**src/rtl/dino_pkg.sv**
```systemverilog
// Shared definitions for the dino game: danger type encodings, sprite geometry
// and the vertical reference lines used by both the spawner and the renderer.
package dino_pkg;

  typedef enum logic [2:0] {
    LOW_BIRD     = 3'd0,
    HIGH_BIRD    = 3'd1,
    SMALL_CACTUS = 3'd2,
    MANY_CACTUS  = 3'd3,
    BIG_CACTUS   = 3'd4,
    NOTHING      = 3'd5
  } danger_t;

  typedef enum logic [1:0] {
    IDLE = 2'd0,
    RUN  = 2'd1,
    STOP = 2'd2
  } spawner_state_t;

  localparam int BIRD_W         = 46;
  localparam int BIRD_H         = 40;
  localparam int SMALL_CACTUS_W = 17;
  localparam int SMALL_CACTUS_H = 35;
  localparam int MANY_CACTUS_W  = 51;
  localparam int MANY_CACTUS_H  = 35;
  localparam int BIG_CACTUS_W   = 25;
  localparam int BIG_CACTUS_H   = 50;

  localparam logic [9:0] GROUND   = 10'd420;
  localparam logic [9:0] LOW_SKY  = 10'd380;
  localparam logic [9:0] HIGH_SKY = 10'd330;

  // Folds the 8 LFSR codes onto the 5 spawnable types; birds optionally become cacti.
  function automatic danger_t pick_type(input logic [2:0] t, input logic bird_en);
    logic [2:0] r;
    case (t)
      3'd5:    r = 3'd1;
      3'd6:    r = 3'd2;
      3'd7:    r = 3'd3;
      default: r = t;
    endcase
    if (!bird_en && (r <= 3'd1)) r = r + 3'd2;
    return danger_t'(r);
  endfunction

endpackage

```
**src/rtl/danger_lfsr.sv**
```systemverilog
// 16-bit Galois LFSR (taps 0xB400), free-running, seed loaded on synchronous reset.
module danger_lfsr #(
  parameter logic [15:0] SEED = 16'hACE1
) (
  input  logic        clk,
  input  logic        rst,
  output logic [15:0] lfsr
);

  always_ff @(posedge clk) begin
    if (rst) lfsr <= SEED;
    else     lfsr <= {1'b0, lfsr[15:1]} ^ (lfsr[0] ? 16'hB400 : 16'h0000);
  end

endmodule

```
**src/rtl/danger_spawner.sv**
```systemverilog
// Obstacle generator: three danger slots spawned pseudo-randomly, scrolled left
// once per frame tick and retired at the left edge. All outputs are registered.
module danger_spawner
  import dino_pkg::*;
#(
  parameter int          SPAWN_X = 700,
  parameter int          GAP_MIN = 40,
  parameter logic [15:0] SEED    = 16'hACE1,
  parameter bit          BIRD_EN = 1'b1
) (
  input  logic           clk,
  input  logic           rst,
  input  logic           tick,
  input  logic           start,
  input  logic           halt,
  input  logic [3:0]     speed,
  output logic [9:0]     new_danger_pos1,
  output logic [9:0]     new_danger_pos2,
  output logic [9:0]     new_danger_pos3,
  output logic [2:0]     danger_type1,
  output logic [2:0]     danger_type2,
  output logic [2:0]     danger_type3,
  output logic           danger_en1,
  output logic           danger_en2,
  output logic           danger_en3,
  output logic           running,
  output spawner_state_t state_dbg
);

  localparam int NSLOT = 3;

  spawner_state_t   state, state_n;
  logic [15:0]      lfsr;
  logic [NSLOT-1:0] en, en_n;
  logic [9:0]       pos   [NSLOT];
  logic [9:0]       pos_n [NSLOT];
  danger_t          typ   [NSLOT];
  danger_t          typ_n [NSLOT];
  logic [7:0]       gap, gap_n;
  logic             any_free;
  logic [1:0]       free_idx;
  logic             tick_go;
  logic             unused_lfsr_bits;

  assign unused_lfsr_bits = ^{lfsr[15:10], lfsr[3]};

  danger_lfsr #(.SEED(SEED)) u_lfsr (
    .clk  (clk),
    .rst  (rst),
    .lfsr (lfsr)
  );

  // Priority encoder: lowest-index free slot, judged before this tick's retirements.
  always_comb begin
    any_free = 1'b0;
    free_idx = 2'd0;
    for (int i = NSLOT - 1; i >= 0; i--) begin
      if (!en[i]) begin
        any_free = 1'b1;
        free_idx = 2'(i);
      end
    end
  end

  always_comb begin
    state_n = state;
    en_n    = en;
    pos_n   = pos;
    typ_n   = typ;
    gap_n   = gap;
    tick_go = 1'b0;

    case (state)
      RUN: begin
        if (halt)      state_n = STOP;
        else if (tick) tick_go = 1'b1;
      end
      default: ;
    endcase

    // start overrides halt and tick in every state and always clears the field.
    if (start) begin
      state_n = RUN;
      tick_go = 1'b0;
      en_n    = '0;
      gap_n   = 8'(GAP_MIN);
      for (int i = 0; i < NSLOT; i++) begin
        pos_n[i] = '0;
        typ_n[i] = NOTHING;
      end
    end

    if (tick_go) begin
      for (int i = 0; i < NSLOT; i++) begin
        if (en[i]) begin
          if (pos[i] < {6'd0, speed}) begin
            en_n[i]  = 1'b0;
            pos_n[i] = '0;
            typ_n[i] = NOTHING;
          end else begin
            pos_n[i] = pos[i] - {6'd0, speed};
          end
        end
      end

      if (gap != 8'd0) begin
        gap_n = gap - 8'd1;
      end else if (any_free) begin
        en_n[free_idx]  = 1'b1;
        pos_n[free_idx] = 10'(SPAWN_X);
        typ_n[free_idx] = pick_type(lfsr[2:0], BIRD_EN);
        gap_n           = 8'(GAP_MIN) + {2'b00, lfsr[9:4]};
      end
    end
  end

  always_ff @(posedge clk) begin
    if (rst) begin
      state <= IDLE;
      en    <= '0;
      gap   <= '0;
      for (int i = 0; i < NSLOT; i++) begin
        pos[i] <= '0;
        typ[i] <= NOTHING;
      end
    end else begin
      state <= state_n;
      en    <= en_n;
      gap   <= gap_n;
      pos   <= pos_n;
      typ   <= typ_n;
    end
  end

  assign new_danger_pos1 = pos[0];
  assign new_danger_pos2 = pos[1];
  assign new_danger_pos3 = pos[2];
  assign danger_type1    = typ[0];
  assign danger_type2    = typ[1];
  assign danger_type3    = typ[2];
  assign danger_en1      = en[0];
  assign danger_en2      = en[1];
  assign danger_en3      = en[2];
  assign running         = (state == RUN);
  assign state_dbg       = state;

endmodule

```
**config.mk**
```make
export PLATFORM = sky130hd
export DESIGN_NAME = danger_spawner
export DESIGN_NICKNAME = d
export VERILOG_FILES = /design/src/rtl/dino_pkg.sv /design/src/rtl/danger_lfsr.sv /design/src/rtl/danger_spawner.sv
export SDC_FILE = /design/constraint.sdc
export NUM_CORES = 1
export LEC_CHECK = 0
export ABC_AREA = 1
export ABC_CLOCK_PERIOD_IN_PS = 5300
export CAP_MARGIN = 20
export CELL_PAD_IN_SITES_DETAIL_PLACEMENT = 1
export CELL_PAD_IN_SITES_GLOBAL_PLACEMENT = 1
export CORE_MARGIN = 2
export CORE_UTILIZATION = 30
export CTS_CLUSTER_DIAMETER = 120
export DETAILED_ROUTE_END_ITERATION = 8
export GPL_ROUTABILITY_DRIVEN = 0
export PLACE_DENSITY_LB_ADDON = 0.1
export SLEW_MARGIN = 5
export SYNTH_ARGS = -nofsm -noshare
export SYNTH_HDL_FRONTEND = slang
export SYNTH_SLANG_ARGS = --single-unit
```
**constraint.sdc**
```tcl
create_clock -name clk -period 5.3 [get_ports clk]
set_clock_uncertainty 0.05 [all_clocks]
set_input_delay 1.06 -clock clk [delete_from_list [all_inputs] [get_ports clk]]
set_output_delay 1.06 -clock clk [all_outputs]
set_load 0.005 [all_outputs]
```
==> impl_summary.md <==
Power and ir drop
The internal power of the cells totals just under 0.9 mW. Power spread over the standard cell area amounts to roughly 250 mW/mm^2. In this run the static leakage power is roughly 2.3 nW. The worst-case vdd ir drop is 136 uV. The share of total power dissipated in combinational logic is 10.4%. The sequential share of power is 43.3%. The clock network accounts for between 40% and 50% of the total power. The switching part of the total is 27.9%. In this run the power spent charging and discharging nets is 0.344 mW. The overall power after layout is 1.23 mW.

Route
The number of nets with antenna violations after detailed routing is 0. The routed layout has 4039 vias. The mean number of vias per cell is 4.79. The DRC violation count after routing is 0.

The number of iterations in the first detailed-routing pass is 4. After detailed routing, the total wire length is 12900 um. After detailed routing, the average wire length per cell comes to 15.3 um. In this run, the number of DRC markers left after iteration 0 of detailed routing was 227.

Floorplan
In this run the vertical extent of the chip is 120 um. Pin placement for this block handled 54 I/O pins. For this configuration, the core starts out at a cell density of 30.5%. The floorplan step defined a die boundary enclosing 0.0143 mm^2. The core outline area is about 0.013 mm^2. The width of the die is approximately 120 um. The floorplan has 42 rows.

Worst setup path
The most frequent cell on the critical path is inv_1. The kind of capture point of the worst setup path is a register. In this run the worst path has a maximum fanout of 6. The kind of critical path is input pin to register. The required time of the critical path is 5.49 ns.

Data arrives at the worst endpoint at between 3 and 4 ns. The critical path goes through clkdlybuf4s50_1 > ha_1 > inv_1 > fa_1 > inv_1 > nor2_1 > nor2_1 > nand3_1 > nand2_1 > inv_1 > nand3_1 > nand3_1 > nand2_1 > inv_1. The maximum cell stage delay along the critical path is ~0.57 ns. The sort of element at the start of the critical path is an input pin. The slowest stage cell on the critical path is clkdlybuf4s50_1.

STA
At the pin with the least slew margin, the transition time is 0.615 ns. Setup repair after global routing left no endpoint under its margin. The achievable frequency is 0.313 GHz. In the finished design, the share of the clock period the worst path needs comes to between 60% and 70%. The final number of setup-violating endpoints is 0.

The worst path needs 3.19 ns of the cycle, external delays included. The final count of hold timing violations is 0. In this run the tightest slew margin relative to its limit is between 50% and 60%. The post-route setup TNS is 0 ns. The final count of pins violating max slew was 0.

Clocking
The clock passes through at most 2 buffers. The cell sitting at the root of the clock tree is a clkbuf_16. The depth of the CTS H-tree is 3. The clock-pin slew of the registers on the worst-case setup and hold paths is 0.06 ns.

The number of gates resized after CTS is 0. The clock insertion delay at the later pin of the skew report is 0.34 ns. The number of hold buffers added after CTS is 0.

The number of setup buffers added after CTS is 0. TritonCTS built the clock tree. The TritonCTS buffer count is 9.

The number of sinks driven by the clock tree is 68.

Synthesis
During synthesis, Yosys emitted a total of 0 warnings. Summing the areas of all compound-gate instances in the mapped netlist gives 11.9% of the synthesized area. After synthesis the netlist holds a flip-flop and latch count of 68. The synthesized netlist occupies a cell area of 0.00401 mm^2.

The post-synthesis instance total is between 600 and 700. Of the total synthesized cell area, the portion taken by XOR and XNOR cells is 2.84%. The synthesized area divided by synthesized cell count is around 6.6 um^2. The post-synthesis share of cell area spent on and, or, nand and nor gates is 35.3%. The multiplexer share of the synthesized area is 0%. Summing the areas of all fa, ha and maj instances in the mapped netlist gives between 5 and 6% of the synthesized area. The distinct cell type count of the synthesized netlist is 37. The sequential share of the synthesized area is between 30% and 40%. The number of enable-type register cells in the synthesized netlist is 0. The dominant combinational cell family by area after synthesis is simple AND/OR/NAND/NOR gates.

In the synthesized netlist the async set-or-reset flop fraction comes to 0%. When the netlist entered floorplanning its net count stood at 637. The most instantiated flip-flop cell in the synthesis netlist is dfxtp_1.

Placement
In this run the tool buffered the top-level ports with 53 buffer cells. The sum of net half-perimeters after detailed placement is slightly below 10000 um.

Cells and area
The antenna diode count is 0. The proportion of layout cells with a drive suffix above 1 is 6.15%. The area added between synthesis and finish is 24.6%. After filler insertion, the fill cell instance count of the layout stands at 1689. The final-stage net count is roughly 690.

Status
The flow ran to the end, and the final reports show no timing, DRC or antenna violations.

Global routing
The first global-routing pass estimated between 20000 and 25000 um of wire. The initial antenna violation count is 0. For this run the aggregate overflow at the end of global routing stands at 0. Global routing used between 10% and 20% of the available tracks. Entering global routing, the biggest net connects 29 pins.

The number of global-route vias before repair is 4044.

Worst hold path
The class of the tightest hold or removal check is register to register.

Flow run
The count of max-cap constraint violations is 0.
[area by class of cell]
cell class / instances / area, um^2 / area share, %
Clock inverter: 7 / 52.6 / 1.05
Multi-Input combinational cell: 438 / 2240 / 44.9
Timing Repair Buffer: 56 / 561 / 11.2
Tap cell: 176 / 220 / 4.41
Clock buffer: 9 / 225 / 4.51
Sequential cell: 68 / 1360 / 27.2
Inverter: 89 / 334 / 6.69
[kinds of logic after synthesis]
group	count (synthesis)
fa+ha+maj	17
buf+inv	105
xor+xnor	13
flops	68
simple gates	320
compound gates	88
[worst max-delay path, delay by kind of cell]
kind | cells | cell delay, ns
buffers and inverters | 5 | 0.86
and+or+nand+nor | 7 | 0.86
adders and majority gates | 2 | 0.59
[worst paths after layout]
kind / cells past startpoint / startpoint / slack, ns / to
setup / recovery: 14 / speed[0] / 2.11 / new_danger_pos3[5]$_SDFF_PP0_
hold / removal: 2 / u_lfsr.lfsr[10]$_SDFF_PP1_ / 0.35 / u_lfsr.lfsr[9]$_SDFF_PP0_
setup reg to reg: 14 / new_danger_pos3[0]$_SDFF_PP0_ / 3.02 / new_danger_pos3[5]$_SDFF_PP0_
hold reg to reg: 2 / u_lfsr.lfsr[10]$_SDFF_PP1_ / 0.35 / u_lfsr.lfsr[9]$_SDFF_PP0_
[Yosys cell counts (5+ instances only)]
cell type  number  area, um^2
or2_2           6        37.5
nor3_1         14        70.1
nand2_1       144         541
xnor2_1         6        52.6
nand3_1        64         320
nor2_1         71         267
xor2_1          7        61.3
inv_1          84         315
buf_2           9        45.0
o21ai_0        27         135
dfxtp_1        68        1360
a21oi_1        42         210
ha_1           14         175
clkbuf_1        5        18.8
[through the flow]
stage	util [%]	std cells	setup WS [ns]	hold WS [ns]	area [um^2]
2_1_floorplan	-	611	2.66	0.338	4010
3_3_place_gp	35.8	826	1.63	0.346	4700
3_5_place_dp	35.9	827	1.71	0.351	4720
4_1_cts	38.0	843	2.06	0.358	5000
5_1_grt	38.0	843	1.84	0.372	5000
6_report	38.0	843	2.11	0.351	5000
[power by group through the flow]
stage,Combinational (mW),Clock (mW),Sequential (mW)
floorplan,0.0857,0,0.542
global placement,0.125,0,0.545
detailed placement,0.129,0,0.545
CTS,0.130,0.589,0.534
global route,0.146,0.613,0.536
finish,0.129,0.572,0.534
[sequential cells by signal, indices dropped and copies added, names as in the netlist]
register         count
u_lfsr.lfsr         16
new_danger_pos1     10
new_danger_pos2     10
new_danger_pos3     10
gap                  8
danger_type1         3
danger_type2         3
danger_type3         3
en                   3
state_dbg            2
[metal layers]
layer  global-route usage, %  part of all wire, %  vias to the layer above
li1                        -                    -                     2061
met1                    25.8                   50                     1922
met2                    30.0                   46                       45
met3                    3.37                  2.5                       11
met4                    6.03                  1.2                        0
met5                       0                    0                        -
[cell usage in the layout (no fill, tap or decap), types with 3 or more instances in the layout]
cell type	instances
o21ai_0	27
fa_1	3
inv_2	4
ha_1	14
o21ai_1	3
xnor2_1	6
xor2_1	7
nand4_1	4
nor2_1	71
inv_1	84
a211oi_1	4
nand3_1	64
clkinv_4	3
or2_2	6
dfxtp_1	68
a21oi_1	42
clkdlybuf4s50_1	53
o211ai_1	4
nor3_1	14
nand2_2	4
nand2_1	144
o22ai_1	3
clkbuf_16	9
nor2_4	4
No activity file was read; power rests on OpenSTA's default activity.
